### src/rtl/dm_arbiter_if.sv
// Bundle shared between the two data-memory requesters, the arbiter and the memory.
// slave  : arbiter side (takes requests, drives the memory bus)
// master : environment side (requesters + memory)
interface dm_arbiter_if #(
    parameter int ADDR_W = 10,
    parameter int DATA_W = 32
);
    // port 0 : CPU load/store path
    logic              req0;
    logic              we0;
    logic [ADDR_W-1:0] addr0;
    logic [DATA_W-1:0] wdata0;
    logic              ack0;
    logic [DATA_W-1:0] rdata0;
    // port 1 : loader/debug path
    logic              req1;
    logic              we1;
    logic [ADDR_W-1:0] addr1;
    logic [DATA_W-1:0] wdata1;
    logic              ack1;
    logic [DATA_W-1:0] rdata1;
    // single-port synchronous memory
    logic              mem_en;
    logic              mem_we;
    logic [ADDR_W-1:0] mem_addr;
    logic [DATA_W-1:0] mem_wdata;
    logic [DATA_W-1:0] mem_rdata;
    // status
    logic              busy;
    logic [1:0]        watch_stat;

    modport slave (
        input  req0, we0, addr0, wdata0,
        input  req1, we1, addr1, wdata1,
        input  mem_rdata,
        output ack0, rdata0, ack1, rdata1,
        output mem_en, mem_we, mem_addr, mem_wdata,
        output busy, watch_stat
    );

    modport master (
        output req0, we0, addr0, wdata0,
        output req1, we1, addr1, wdata1,
        output mem_rdata,
        input  ack0, rdata0, ack1, rdata1,
        input  mem_en, mem_we, mem_addr, mem_wdata,
        input  busy, watch_stat
    );
endinterface

### src/rtl/dm_arbiter.sv
// Two-port round-robin arbiter in front of a single-port synchronous data memory.
// Each access walks IDLE -> ISSUE -> RESP; the ack pulse lands in the following IDLE
// cycle, which may already grant the other port.
module dm_arbiter #(
    parameter int ADDR_W = 10,
    parameter int DATA_W = 32
) (
    input  logic        clk,
    input  logic        rst,
    dm_arbiter_if.slave bus
);

    typedef enum logic [1:0] {
        S_IDLE    = 2'b00,
        S_ISSUE   = 2'b01,
        S_RESP    = 2'b10,
        S_ILLEGAL = 2'b11
    } state_t;

    state_t            r_state;
    state_t            w_state_next;

    logic              r_mem_en;
    logic              r_mem_we;
    logic [ADDR_W-1:0] r_mem_addr;
    logic [DATA_W-1:0] r_mem_wdata;
    logic              r_owner;
    logic              r_last_owner;
    logic              r_is_read;
    logic [1:0]        r_ack;
    logic [DATA_W-1:0] r_rdata0;
    logic [DATA_W-1:0] r_rdata1;

    logic              w_mem_en_next;
    logic              w_mem_we_next;
    logic [ADDR_W-1:0] w_mem_addr_next;
    logic [DATA_W-1:0] w_mem_wdata_next;
    logic              w_owner_next;
    logic              w_last_owner_next;
    logic              w_is_read_next;
    logic [1:0]        w_ack_next;
    logic [DATA_W-1:0] w_rdata0_next;
    logic [DATA_W-1:0] w_rdata1_next;

    logic [1:0]        w_elig;
    logic              w_grant1;

    // A port still holding req during its own ack cycle is not eligible again.
    assign w_elig = {bus.req1 & ~r_ack[1], bus.req0 & ~r_ack[0]};

    // Port 1 wins when it is alone, or on a tie when port 0 owned the last access.
    assign w_grant1 = w_elig[1] & (~w_elig[0] | ~r_last_owner);

    // Next-state and next-register values; defaults hold everything and drop enables/acks.
    always_comb begin
        w_state_next      = r_state;
        w_mem_en_next     = 1'b0;
        w_mem_we_next     = 1'b0;
        w_mem_addr_next   = r_mem_addr;
        w_mem_wdata_next  = r_mem_wdata;
        w_owner_next      = r_owner;
        w_last_owner_next = r_last_owner;
        w_is_read_next    = r_is_read;
        w_ack_next        = 2'b00;
        w_rdata0_next     = r_rdata0;
        w_rdata1_next     = r_rdata1;
        case (r_state)
            S_IDLE: begin
                if (|w_elig) begin
                    w_state_next      = S_ISSUE;
                    w_mem_en_next     = 1'b1;
                    w_owner_next      = w_grant1;
                    w_last_owner_next = w_grant1;
                    if (w_grant1) begin
                        w_mem_we_next    = bus.we1;
                        w_mem_addr_next  = bus.addr1;
                        w_mem_wdata_next = bus.wdata1;
                        w_is_read_next   = ~bus.we1;
                    end else begin
                        w_mem_we_next    = bus.we0;
                        w_mem_addr_next  = bus.addr0;
                        w_mem_wdata_next = bus.wdata0;
                        w_is_read_next   = ~bus.we0;
                    end
                end
            end
            S_ISSUE: begin
                // memory samples the access at the edge leaving this state
                w_state_next = S_RESP;
            end
            S_RESP: begin
                if (r_is_read) begin
                    if (r_owner) begin
                        w_rdata1_next = bus.mem_rdata;
                    end else begin
                        w_rdata0_next = bus.mem_rdata;
                    end
                end
                w_ack_next[r_owner] = 1'b1;
                w_state_next        = S_IDLE;
            end
            default: begin
                w_state_next = S_IDLE;
            end
        endcase
    end

    // State register; reset forces IDLE immediately.
    always_ff @(posedge clk or posedge rst) begin
        if (rst) begin
            r_state <= S_IDLE;
        end else begin
            r_state <= w_state_next;
        end
    end

    // Registered memory bus, ownership and requester outputs; reset kills any pending write.
    always_ff @(posedge clk or posedge rst) begin
        if (rst) begin
            r_mem_en     <= 1'b0;
            r_mem_we     <= 1'b0;
            r_mem_addr   <= '0;
            r_mem_wdata  <= '0;
            r_owner      <= 1'b0;
            r_last_owner <= 1'b1;
            r_is_read    <= 1'b0;
            r_ack        <= 2'b00;
            r_rdata0     <= '0;
            r_rdata1     <= '0;
        end else begin
            r_mem_en     <= w_mem_en_next;
            r_mem_we     <= w_mem_we_next;
            r_mem_addr   <= w_mem_addr_next;
            r_mem_wdata  <= w_mem_wdata_next;
            r_owner      <= w_owner_next;
            r_last_owner <= w_last_owner_next;
            r_is_read    <= w_is_read_next;
            r_ack        <= w_ack_next;
            r_rdata0     <= w_rdata0_next;
            r_rdata1     <= w_rdata1_next;
        end
    end

    assign bus.mem_en     = r_mem_en;
    assign bus.mem_we     = r_mem_we;
    assign bus.mem_addr   = r_mem_addr;
    assign bus.mem_wdata  = r_mem_wdata;
    assign bus.ack0       = r_ack[0];
    assign bus.ack1       = r_ack[1];
    assign bus.rdata0     = r_rdata0;
    assign bus.rdata1     = r_rdata1;
    assign bus.busy       = (r_state != S_IDLE);
    assign bus.watch_stat = r_state;

endmodule

### src/flat_wrapper.sv
// flat-port wrapper written by rule: the top's interface ports become plain ports
module dm_arbiter_flat 
#(
    parameter int ADDR_W = 10,
    parameter int DATA_W = 32
)
  (clk, rst, bus_req0, bus_we0, bus_addr0, bus_wdata0, bus_req1, bus_we1, bus_addr1, bus_wdata1, bus_mem_rdata, bus_ack0, bus_rdata0, bus_ack1, bus_rdata1, bus_mem_en, bus_mem_we, bus_mem_addr, bus_mem_wdata, bus_busy, bus_watch_stat);
  dm_arbiter_if #(.ADDR_W(ADDR_W), .DATA_W(DATA_W)) bus_i ();
  input  logic clk;
  input  logic rst;
  input wire logic [$bits(bus_i.req0)-1:0] bus_req0;
  input wire logic [$bits(bus_i.we0)-1:0] bus_we0;
  input wire logic [$bits(bus_i.addr0)-1:0] bus_addr0;
  input wire logic [$bits(bus_i.wdata0)-1:0] bus_wdata0;
  input wire logic [$bits(bus_i.req1)-1:0] bus_req1;
  input wire logic [$bits(bus_i.we1)-1:0] bus_we1;
  input wire logic [$bits(bus_i.addr1)-1:0] bus_addr1;
  input wire logic [$bits(bus_i.wdata1)-1:0] bus_wdata1;
  input wire logic [$bits(bus_i.mem_rdata)-1:0] bus_mem_rdata;
  output wire logic [$bits(bus_i.ack0)-1:0] bus_ack0;
  output wire logic [$bits(bus_i.rdata0)-1:0] bus_rdata0;
  output wire logic [$bits(bus_i.ack1)-1:0] bus_ack1;
  output wire logic [$bits(bus_i.rdata1)-1:0] bus_rdata1;
  output wire logic [$bits(bus_i.mem_en)-1:0] bus_mem_en;
  output wire logic [$bits(bus_i.mem_we)-1:0] bus_mem_we;
  output wire logic [$bits(bus_i.mem_addr)-1:0] bus_mem_addr;
  output wire logic [$bits(bus_i.mem_wdata)-1:0] bus_mem_wdata;
  output wire logic [$bits(bus_i.busy)-1:0] bus_busy;
  output wire logic [$bits(bus_i.watch_stat)-1:0] bus_watch_stat;
  assign bus_i.req0 = bus_req0;
  assign bus_i.we0 = bus_we0;
  assign bus_i.addr0 = bus_addr0;
  assign bus_i.wdata0 = bus_wdata0;
  assign bus_i.req1 = bus_req1;
  assign bus_i.we1 = bus_we1;
  assign bus_i.addr1 = bus_addr1;
  assign bus_i.wdata1 = bus_wdata1;
  assign bus_i.mem_rdata = bus_mem_rdata;
  assign bus_ack0 = bus_i.ack0;
  assign bus_rdata0 = bus_i.rdata0;
  assign bus_ack1 = bus_i.ack1;
  assign bus_rdata1 = bus_i.rdata1;
  assign bus_mem_en = bus_i.mem_en;
  assign bus_mem_we = bus_i.mem_we;
  assign bus_mem_addr = bus_i.mem_addr;
  assign bus_mem_wdata = bus_i.mem_wdata;
  assign bus_busy = bus_i.busy;
  assign bus_watch_stat = bus_i.watch_stat;
  dm_arbiter #(.ADDR_W(ADDR_W), .DATA_W(DATA_W)) u_core (.clk(clk), .rst(rst), .bus(bus_i));
endmodule
### config.mk
export PLATFORM = sky130hd
export DESIGN_NAME = dm_arbiter_flat
export DESIGN_NICKNAME = d
export VERILOG_FILES = /design/src/rtl/dm_arbiter_if.sv /design/src/rtl/dm_arbiter.sv /design/src/flat_wrapper.sv
export SDC_FILE = /design/constraint.sdc
export NUM_CORES = 1
export LEC_CHECK = 0
export BUFFER_PORTS_ARGS = -buffer_cell sky130_fd_sc_hd__buf_2
export CAP_MARGIN = 20
export CORE_ASPECT_RATIO = 1.1
export CORE_MARGIN = 5
export CORE_UTILIZATION = 35
export CTS_BUF_LIST = sky130_fd_sc_hd__clkbuf_2 sky130_fd_sc_hd__clkbuf_4 sky130_fd_sc_hd__clkbuf_8
export DETAILED_ROUTE_END_ITERATION = 7
export MAX_ROUTING_LAYER = met4
export SLEW_MARGIN = 20
export SYNTH_ARGS = -nofsm -noshare
export SYNTH_HDL_FRONTEND = slang
export SYNTH_SLANG_ARGS = --single-unit
### constraint.sdc
create_clock -name clk -period 3.8 [get_ports clk]
set_input_delay 0.38 -clock clk [delete_from_list [all_inputs] [get_ports clk]]
set_output_delay 0.38 -clock clk [all_outputs]
set_load 0.005 [all_outputs]
==> results of run 1 <==
[power by group through the flow]
stage	Sequential, W	Clock [W]	Combinational [W]
3_5_place_dp	0.00223	0	0.00278
3_3_place_gp	0.00222	0	0.00272
6_report	0.00221	0.00116	0.00274
2_1_floorplan	0.00226	0	0.00185
5_1_grt	0.00230	0.00125	0.00299
4_1_cts	0.00222	0.00119	0.00278
[cell families (layout without fill, tap and decap cells)]
| kind of cell | after synthesis | in the layout |
|---|---|---|
| buffers and inverters | 51 | 278 |
| DFF | 115 | 115 |
| AOI/OAI and AO/OA | 133 | 133 |
| muxes | 64 | 64 |
| and+or+nand+nor | 55 | 55 |
| other | 0 | 2 |
[stage by stage]
stage	area (um2)	utilization
final	7430	0.454
after global routing	7430	0.454
after CTS	7420	0.453
after detailed placement	7020	0.429
after global placement	7020	0.429
after floorplan	5850	-
[cell usage after synthesis, types with 3 or more instances]
cell type  instances  area share
a2bb2oi_2         39        0.10
buf_12             4       0.014
mux2_2            54        0.10
a221oi_2          27       0.069
a2bb2oi_1          3      0.0045
mux2_1            10       0.019
and3b_1           45       0.067
buf_2             12       0.010
o21ai_0           42       0.036
dfrtp_1          114        0.49
a221oi_1          16       0.024
buf_6             12       0.023
clkbuf_1          19       0.012
[sequential cells by signal, indices dropped and copies added, names as in the netlist, 2 cells and up]
name / cells
u_core.bus.mem_addr: 10
u_core.bus.mem_wdata: 32
u_core.bus.rdata0: 32
u_core.bus.rdata1: 32
u_core.bus.watch_stat: 2
u_core.r_ack: 2
[layer usage]
layer  part of all wire  up-vias  track usage  wire (um)
met5                  0        -            -          0
met4              0.012        0       0.0484        198
met3              0.074       20       0.0584       1180
met2               0.49      189        0.277       7760
met1               0.43     2173        0.210       6850
li1                   -     2042            -          -
[area by class of cell]
type | instances | area share
multi-input cells | 252 | 0.351
clock inverters | 12 | 0.0175
clock buffers | 20 | 0.0371
flip-flops and latches | 115 | 0.388
diodes | 2 | 0.000674
inverters | 3 | 0.00354
well taps | 204 | 0.0344
repair buffers | 243 | 0.168
[worst max path at each step]
| stage | to | slack, ns |
|---|---|---|
| after global routing | bus_busy | 1.09 |
| after floorplan | u_core.bus.mem_addr[0]$_DFFE_PP0P_ | 0.38 |
| after global placement | u_core.bus.mem_wdata[15]$_DFFE_PP0P_ | 1.56 |
| after detailed placement | u_core.bus.mem_wdata[15]$_DFFE_PP0P_ | 1.55 |
| final | bus_busy | 1.31 |
| after CTS | bus_busy | 1.26 |
==> key figures, run 1 <==
Pwr
  • Peak supply drop: between 0.3 and 0.4 mV
  • Power Internal: just under 0.004 W
  • Clock power share: 0.190
  • Combinational power share: 0.448
  • Pwr Total: 0.00610 W
  • Leak Pwr: 3.45 nW
  • Switching Fraction: 0.352
  • Power density cells: slightly above 800 nW/um2
  • Share of power burned in registers: 0.362
  • Net Switching: 0.00215 W

Worst setup path
  • Largest stage delay on the critical path: 0.70 ns
  • Origin of the critical flop-to-flop path: u_core.r_ack[1]$_DFF_PP0_
  • Crit end category: output pin
  • Reg2reg setup slack: about 1.5 ns
  • Crit path max fanout: 33
  • Buf/Inv on CP: 2
  • Crit start category: register
  • Critical path required time: between 3 and 4 ns
  • Cells along the critical path: or2_2 > buf_4 > buf_2
  • FF-to-FF path depth: 5
  • Setup CP Type: reg2out
  • Crit. path cell count: 3
  • Crit path launch: u_core.bus.watch_stat[0]$_DFFE_PP0P_
  • CP max stage cell: or2_2
  • CP delay by family, top: simple AND/OR/NAND/NOR gates
  • Reg2reg end: u_core.bus.mem_wdata[31]$_DFFE_PP0P_
  • Arrival time worst endpoint: roughly 2.1 ns

Logic synthesis
  • Ys async rst share: 1.00
  • Top FF cell, synth: dfrtp_1
  • Mapped Avg Cell Area: between 10 and 15 um2
  • Synthesized area: 5850 um2
  • Post-synthesis sequential area ratio: 0.492
  • Post-synthesis mux area share: 0.123
  • Post-synthesis compound-gate area fraction: 0.242
  • Flops & latches, synth: roughly 120
  • Simple-gate area share of the yosys netlist: 0.0783
  • Mapped Cells: roughly 420
  • Post-synthesis cell type count: 30
  • Post-synth EDFFs: 0
  • Syn Nets: 540
  • Largest family of logic cells by synthesized area: compound AO/OA/AOI/OAI gates
  • Synthesis Warnings: 0
  • Post-Synth Adder-Cell Area: 0
  • Xor/xnor share of the synthesized area: 0

Timing
  • Final setup margin: 1.31 ns
  • Final hold slack: 0.0628 ns
  • Worst slew pin tran: 0.850 ns
  • Final worst-path cycle share: 0.656
  • Fmax: between 400 and 500 MHz
  • RSZ-0062 raised after global routing: false
  • Period minus WS final: approximately 2.5 ns
  • Slew Limit Fails: 0
  • Final setup vio count: 0
  • Hold Violations, Final: 0
  • Post-Route Skew: about 0.015 ns
  • Slew headroom: 0.433
  • TNS Setup: 0 ns

Global route
  • Vias in the first global route: 4885
  • Gr usage total: 0.173
  • Initial antenna violation count: 2
  • Grt total ovfl: 0
  • Largest net degree at the start of global routing: 65
  • First-pass GRT wire length: 26300 um

Floorplanning
  • Die span in y: about 150 um
  • Row Count: 49
  • Core box area: approximately 16000 um2
  • Die width: roughly 130 um
  • Boundary pin count: around 240
  • Starting density of the core: 0.357
  • Die ar.: around 19000 um2

Placed design
  • Port-buffer cells: ~230
  • Post-detail-place hpwl: 11000 um
  • Gpl congestion: 0.784
  • Setup Slack @ Placement: roughly 1.6 ns
  • Post-Place Cells: roughly 820

CTS
  • CTS tree: yes
  • Sinks on Clock Net: between 100 and 150
  • CTS root buf: clkbuf_8
  • Reg clk slew, reported paths: roughly 0.08 ns
  • CTS Hold Buffers Added: 0
  • Max clock buf depth: 2
  • Post-cts resize count: 0
  • Clk Latency, worst-skew pair: 0.44 ns
  • H-Tree Depth: 4
  • Post-CTS Setup Repair Bufs: 0
  • CTS Buf Count: 17

Drt
  • Total number of vias: about 4400
  • Detailed-router iteration count before antenna repair: 4
  • WL final: ~16000 um
  • Iteration-0 DRC count of the detailed router: around 160
  • DRC Markers: 0
  • Drt wl/cell: roughly 19 um
  • Antenna-violating nets left: 0
  • Vias/cell: between 5 and 6

Layout
  • Register area: 2880 um2
  • Number of fill cells in the layout: between 1500 and 2000
  • Commonest non-fill, non-tap cells in the layout: buf_2 (234), dfrtp_1 (114), mux2_2 (54), and3b_1 (45), o21ai_0 (42)
  • Multi-input combinational cell area: about 2600 um2
  • Area Overhead vs Synth: 26.9%
  • Commonest non-fill, non-tap cell in the layout: buf_2
  • Fraction of layout cells with a size suffix above 1: 0.625
  • Net count, final: approximately 750
  • Fin cells: approximately 850

Run
  • Max-Cap Viols: 0

Hold path
  • Hold Crit Class: in2async

Outcome
  • Outcome: complete, no violations
(Power assumes the default switching activity.)
==> inputs of run 2 (changes only) <==
- clock period: 3.8 -> 2.35 ns (I/O delays scaled with it)
==> run 2 against run 1 <==
  * Setup slack got worse by 0.87 ns
  * Register-to-register slack got worse by 1.0 ns
  * Design area rose by 1.9%
  * Final cell count rose by 0.82%
  * Routed wire length fell by 1.7%
  * First-iteration DRC count fell by 11%
  * Die area did not move
  * Flip-flop and latch count did not move
  * Combinational power rose by 63%
  * Sequential power rose by 62%
  * Utilization rose by 0.85 points
  * Global-route usage fell by 0.69 points
  * Critical path type unchanged
  * Critical endpoint unchanged
==> key figures, run 2 (synthesized netlist as in run 1, its figures left out) <==
Layout
  • Fraction of layout cells with a size suffix above 1: 0.625 (about the same)
  • Fin cells: 858 (was 851)
  • Multi-input combinational cell area: 2610 um2 (unchanged)
  • Commonest non-fill, non-tap cell in the layout: buf_2 (unchanged)
  • Cell area after layout: 7570 um2 (was 7430 um2)
  • Area Overhead vs Synth: 29.3% (was 26.9%)
  • Number of fill cells in the layout: 1524 (was 1562)
  • Commonest non-fill, non-tap cells in the layout: buf_2 (234), dfrtp_1 (114), mux2_2 (54), and3b_1 (45), o21ai_0 (42) (unchanged)
  • Net count, final: 762 (was 754)
  • Register area: 2880 um2 (unchanged)

Drt
  • Iteration-0 DRC count of the detailed router: 140 (was 157)
  • DRC Markers: 0 (unchanged)
  • Drt wl/cell: 18.3 um (was 18.8 um)
  • Detailed-router iteration count before antenna repair: 4 (unchanged)
  • Total number of vias: 4469 (was 4424)
  • Vias/cell: 5.21 (was 5.20)
  • Antenna-violating nets left: 0 (unchanged)
  • WL final: 15700 um (was 16000 um)

CTS
  • Reg clk slew, reported paths: 0.07 ns (was 0.08 ns)
  • Post-cts resize count: 0 (unchanged)
  • H-Tree Depth: 4 (unchanged)
  • CTS tree: yes (unchanged)
  • Clk Latency, worst-skew pair: 0.43 ns (was 0.44 ns)
  • CTS root buf: clkbuf_8 (unchanged)
  • CTS Buf Count: 17 (unchanged)
  • Sinks on Clock Net: 115 (unchanged)
  • Max clock buf depth: 2 (unchanged)

Pwr
  • Power density cells: 1340 nW/um2 (was 822 nW/um2)
  • Peak supply drop: 0.446 mV (was 0.322 mV)
  • Pwr Total: 0.0101 W (was 0.00610 W)
  • Leak Pwr: 3.52 nW (was 3.45 nW)

Floorplanning
  • Starting density of the core: 0.357 (unchanged)
  • Row Count: 49 (unchanged)
  • Core box area: 16400 um2 (unchanged)
  • Die ar.: 19400 um2 (unchanged)
  • Die width: 133 um (unchanged)
  • Boundary pin count: 235 (unchanged)
  • Die span in y: 146 um (unchanged)

Global route
  • First-pass GRT wire length: 25200 um (was 26300 um)
  • Gr usage total: 0.166 (was 0.173)
  • Grt total ovfl: 0 (unchanged)
  • Initial antenna violation count: 1 (was 2)
  • Largest net degree at the start of global routing: 116 (was 65)
  • Vias in the first global route: 4803 (was 4885)

Timing
  • Slew headroom: 0.591 (was 0.433)
  • Post-Route Skew: 0.0106 ns (was 0.0150 ns)
  • Worst slew pin tran: 0.613 ns (was 0.850 ns)
  • Slew Limit Fails: 0 (unchanged)
  • RSZ-0062 raised after global routing: false (unchanged)
  • Period minus WS final: 1.91 ns
  • Fmax: roughly 520 MHz
  • Final setup vio count: 0 (unchanged)
  • Hold Violations, Final: 0 (unchanged)
  • TNS Setup: 0 ns (unchanged)
  • Final worst-path cycle share: 0.813
  • Final hold slack: 0.0473 ns (was 0.0628 ns)

Hold path
  • Hold Crit Class: in2reg (was in2async)
  • Hold path depth: 2

Worst setup path
  • Crit start category: register (unchanged)
  • Arrival time worst endpoint: 1.68 ns (was 2.11 ns)
  • Crit path max fanout: 35 (was 33)
  • FF-to-FF path depth: 4 (was 5)
  • Critical path required time: 2.12 ns (was 3.42 ns)
  • Setup CP Type: reg2out (unchanged)
  • Crit end category: output pin (unchanged)

Outcome
  • Outcome: complete, no violations (unchanged)

Placed design
  • Post-detail-place hpwl: 11000 um (about the same)
  • Gpl congestion: 0.775 (was 0.784)
  • Post-DP Area: 7080 um2 (was 7020 um2)
  • Post-Place Cells: 822 (was 817)
  • Port-buffer cells: 234 (unchanged)

Run
  • Max-Cap Viols: 0 (unchanged)
==> run 2: routing by layer <==
layer  vias to the layer above  global-route usage  wire length, um
met2                       198               0.257             7410
met5                         -                   -                0
met1                      2194               0.207             6930
li1                       2061                   -                -
met3                        16              0.0619             1210
met4                         0              0.0437              169
==> run 2: per-stage QoR <==
step / util / worst slack (ns)
6_report: 0.462 / 0.438
5_1_grt: 0.462 / 0.336
4_1_cts: 0.462 / 0.386
3_5_place_dp: 0.433 / 0.557
3_3_place_gp: 0.433 / 0.615
2_1_floorplan: - / 0.716
==> run 2: worst paths after layout <==
path,from,end,slack [ns]
hold / removal,bus_mem_rdata[21],u_core.bus.rdata0[21]$_DFFE_PP0P_,0.05
min in group asynchronous,rst,u_core.bus.mem_wdata[21]$_DFFE_PP0P_,0.54
hold reg to reg,u_core.bus.rdata0[1]$_DFFE_PP0P_,u_core.bus.rdata0[1]$_DFFE_PP0P_,0.48
setup reg to reg,u_core.r_ack[0]$_DFF_PP0_,u_core.r_is_read$_DFFE_PP0P_,0.53
max in group asynchronous,rst,u_core.bus.mem_en$_DFF_PP0_,1.35
setup / recovery,u_core.bus.watch_stat[0]$_DFFE_PP0P_,bus_busy,0.44
==> run 2: cell type report <==
type                       instances  area share
sequential                       115       0.381
clock inverter                    12      0.0235
timing repair buffer             251       0.178
clock buffer                      20      0.0364
tap                              204      0.0337
inverter                           3     0.00364
antenna                            1    0.000331
multi-input combinational        252       0.344
==> run 2: worst max-delay path: stages (launching register included) <==
cell     delay, ns
dfrtp_1       0.42
or2_2         0.44
buf_12        0.23
buf_2         0.15
==> run 2: what timing repair did <==
item                                   CTS  global route
setup buffers                            0             0
endpoints found under the hold margin   68             0
hold buffers                             3             0
==> run 2: report_power, final <==
part           switching [W]  internal (W)
Combinational        0.00203       0.00244
Sequential          0.000589       0.00299
Clock               0.000845       0.00124
Total                0.00346       0.00667
==> inputs of run 3 (changes only) <==
- ABC_AREA: default -> 1
- clock period: 2.35 -> 2 ns (I/O delays scaled with it)
==> run 3 against run 2 <==
  * Register-to-register slack worse by 0.098 ns
  * Synthesized cell count is 43% higher
  * Die area is 11% lower
  * Highest routed layer unchanged
  * Clock power is 17% higher
  * Total power is 3.7% higher
  * Design area is 7.0% lower
  * Worst hold slack worse by 0.018 ns
==> key figures, run 3 <==
Layout
  • ANT cells: 0 (was 1)
  • Commonest non-fill, non-tap cells in the layout: buf_2 (234), nand2_1 (202), dfrtp_1 (114), inv_1 (81), o21ai_0 (61) (was buf_2 (234), dfrtp_1 (114), mux2_2 (54), and3b_1 (45), o21ai_0 (42))
  • Fraction of layout cells with a size suffix above 1: 0.348 (was 0.625)
  • Number of fill cells in the layout: 1476 (was 1524)
  • Area Overhead vs Synth: 37.1% (was 29.3%)
  • Net count, final: 958 (was 762)
  • Fin cells: 1040 (was 858)
  • Commonest non-fill, non-tap cell in the layout: buf_2 (unchanged)
  • Cell area after layout: 7040 um2 (was 7570 um2)

Worst setup path
  • Reg2reg end: u_core.r_owner$_DFFE_PP0P_ (was u_core.r_is_read$_DFFE_PP0P_)
  • Worst setup endpoint: u_core.r_owner$_DFFE_PP0P_ (was bus_busy)
  • Crit start category: register (unchanged)
  • Reg2reg setup slack: 0.43 ns (was 0.53 ns)
  • Crit end category: register (was output pin)
  • Crit path max fanout: 47 (was 35)
  • Origin of the critical flop-to-flop path: u_core.bus.watch_stat[0]$_DFFE_PP0P_ (was u_core.r_ack[0]$_DFF_PP0_)
  • Critical path required time: 2.34 ns (was 2.12 ns)
  • Crit path launch: u_core.bus.watch_stat[0]$_DFFE_PP0P_ (unchanged)
  • FF-to-FF path depth: 6 (was 4)
  • Arrival time worst endpoint: 1.91 ns (was 1.68 ns)
  • Setup CP Type: reg2reg (was reg2out)

CTS
  • CTS Buf Count: 17 (unchanged)
  • CTS Hold Buffers Added: 10 (was 3)
  • Sinks on Clock Net: 115 (unchanged)
  • CTS tree: yes (unchanged)
  • Max clock buf depth: 2 (unchanged)
  • Post-CTS Setup Repair Bufs: 0 (unchanged)
  • H-Tree Depth: 4 (unchanged)
  • Reg clk slew, reported paths: 0.07 ns (about the same)
  • Clk Latency, worst-skew pair: 0.43 ns (about the same)
  • Post-cts resize count: 0 (unchanged)
  • CTS root buf: clkbuf_8 (unchanged)

Logic synthesis
  • Flops & latches, synth: 115 (unchanged)
  • Post-synthesis cell type count: 20 (was 30)
  • Mapped Avg Cell Area: 8.57 um2 (was 14.0 um2)
  • Synthesized area: 5130 um2 (was 5850 um2)
  • Syn Nets: 721 (was 540)
  • Most frequent cell after synthesis: nand2_1 (was dfrtp_1)
  • Ys async rst share: 1.00 (unchanged)
  • Mapped Cells: 599 (was 418)
  • Synth area leaders: dfrtp_1 (56%), nand2_1 (15%), nand3b_1 (6.1%), inv_1 (6.0%), o21ai_0 (5.9%) (was dfrtp_1 (49%), mux2_2 (10%), a2bb2oi_2 (10%), a221oi_2 (6.9%), and3b_1 (6.7%))
  • Synthesis Warnings: 0 (unchanged)
  • Yosys top cell area share: 0.556 (was 0.487)
  • Post-synthesis sequential area ratio: 0.561 (was 0.492)
  • Cell taking the most area after synthesis: dfrtp_1 (unchanged)
  • Post-synth EDFFs: 0 (unchanged)
  • Synth cell count leaders: nand2_1 (202), dfrtp_1 (114), inv_1 (82) (was dfrtp_1 (114), mux2_2 (54), and3b_1 (45))
  • Top FF cell, synth: dfrtp_1 (unchanged)

Hold path
  • Hold Crit Class: in2reg (unchanged)

Timing
  • TNS Setup: 0 ns (unchanged)
  • Fmax: approximately 640 MHz
  • Period minus WS final: around 1.6 ns
  • Post-Route Skew: 0.00892 ns (was 0.0106 ns)
  • Hold Violations, Final: 0 (unchanged)
  • Final hold slack: 0.0294 ns (was 0.0473 ns)
  • Worst slew pin tran: 0.808 ns (was 0.613 ns)
  • Slew Limit Fails: 0 (unchanged)
  • Final worst-path cycle share: 0.784
  • Final setup vio count: 0 (unchanged)
  • Slew headroom: 0.461 (was 0.591)
  • RSZ-0062 raised after global routing: false (unchanged)

Global route
  • First-pass GRT wire length: 23300 um (was 25200 um)
  • Initial antenna violation count: 0 (was 1)
  • Grt total ovfl: 0 (unchanged)
  • Gr usage total: 0.174 (was 0.166)
  • Largest net degree at the start of global routing: 116 (unchanged)
  • Vias in the first global route: 4543 (was 4803)

Drt
  • Iteration-0 DRC count of the detailed router: 215 (was 140)
  • DRC Markers: 0 (unchanged)
  • Antenna-violating nets left: 0 (unchanged)
  • WL final: 14700 um (was 15700 um)
  • Detailed-router iteration count before antenna repair: 5 (was 4)
  • Total number of vias: 4669 (was 4469)
  • Vias/cell: 4.49 (was 5.21)
  • Drt wl/cell: 14.1 um (was 18.3 um)

Placed design
  • Post-Place Cells: 999 (was 822)
  • Post-DP Area: 6490 um2 (was 7080 um2)
  • Post-detail-place hpwl: 10100 um (was 11000 um)
  • Gpl congestion: 0.842 (was 0.775)
  • Port-buffer cells: 234 (unchanged)

Pwr
  • Peak supply drop: 0.631 mV (was 0.446 mV)
  • Power density cells: 1490 nW/um2 (was 1340 nW/um2)
  • Leak Pwr: 4.03 nW (was 3.52 nW)
  • Pwr Total: 0.0105 W (was 0.0101 W)

Run
  • Max-Cap Viols: 0 (unchanged)

Floorplanning
  • Boundary pin count: 235 (unchanged)
  • Row Count: 46 (was 49)
  • Starting density of the core: 0.357 (about the same)
  • Die ar.: 17200 um2 (was 19400 um2)
  • Die width: 125 um (was 133 um)
  • Core box area: 14400 um2 (was 16400 um2)
  • Die span in y: 137 um (was 146 um)

Outcome
  • Outcome: complete, no violations (unchanged)
==> run 3: changes by cell type after synthesis, sizes merged, moves of 41 or more <==
cell     delta
nand2     +201
inv        +84
mux2       -64
nand3      +46
and3b      -45
a221oi     -43
a2bb2oi    -42
nand3b     +41
==> run 3: worst min path at each step <==
| stage | start | end | cells after the start |
|---|---|---|---|
| 2_1_floorplan | bus_we0 | u_core.bus.mem_we$_DFF_PP0_ | 2 |
| 3_3_place_gp | rst | u_core.bus.rdata0[26]$_DFFE_PP0P_ | 3 |
| 3_5_place_dp | rst | u_core.bus.mem_wdata[30]$_DFFE_PP0P_ | 3 |
| 4_1_cts | bus_mem_rdata[26] | u_core.bus.rdata0[26]$_DFFE_PP0P_ | 3 |
| 5_1_grt | bus_mem_rdata[30] | u_core.bus.rdata0[30]$_DFFE_PP0P_ | 3 |
| 6_report | bus_mem_rdata[6] | u_core.bus.rdata0[6]$_DFFE_PP0P_ | 3 |
==> run 3: layer usage <==
metal  up-vias  wire (um)  global-route usage
met5         -          0                   -
met3        15       1180              0.0578
met4         0        131              0.0446
li1       2326          -                   -
met2       195       6790               0.264
met1      2133       6560               0.226
==> run 3: per-stage QoR <==
step	setup WS, ns	util
after detailed placement	0.412	0.451
after global placement	0.457	0.451
after floorplan	0.401	-
after global routing	0.201	0.489
final	0.432	0.489
after CTS	0.391	0.489
==> run 3: kinds of logic (layout without fill, tap and decap cells) <==
kind of cell | Yosys count | count (layout) | share of synthesized area
AOI/OAI and AO/OA | 67 | 67 | 0.0660
buffers and inverters | 119 | 368 | 0.0972
DFF | 115 | 115 | 0.561
and+or+nand+nor | 298 | 298 | 0.276
==> run 3: worst max-delay path, stage by stage, from the launching register on <==
cell     delay [ns]
dfrtp_1        0.43
inv_2          0.07
nand2_1        0.11
a21oi_4        0.15
buf_4          0.48
nand2_1        0.13
o21ai_0        0.11
==> run 3: power breakdown <==
part | switching, W | internal [W]
Combinational | 0.00224 | 0.00168
Clock | 0.000929 | 0.00151
Sequential | 0.000622 | 0.00352
Total | 0.00380 | 0.00671
==> run 3: layout make-up <==
type                    count  area [um2]  share of cell area
clock buffers              20         256              0.0365
inverters                  86         327              0.0464
multi-input cells         365        1760               0.251
flip-flops and latches    115        2880               0.409
well taps                 192         240              0.0341
repair buffers            251        1390               0.197
clock inverters            11         185              0.0263
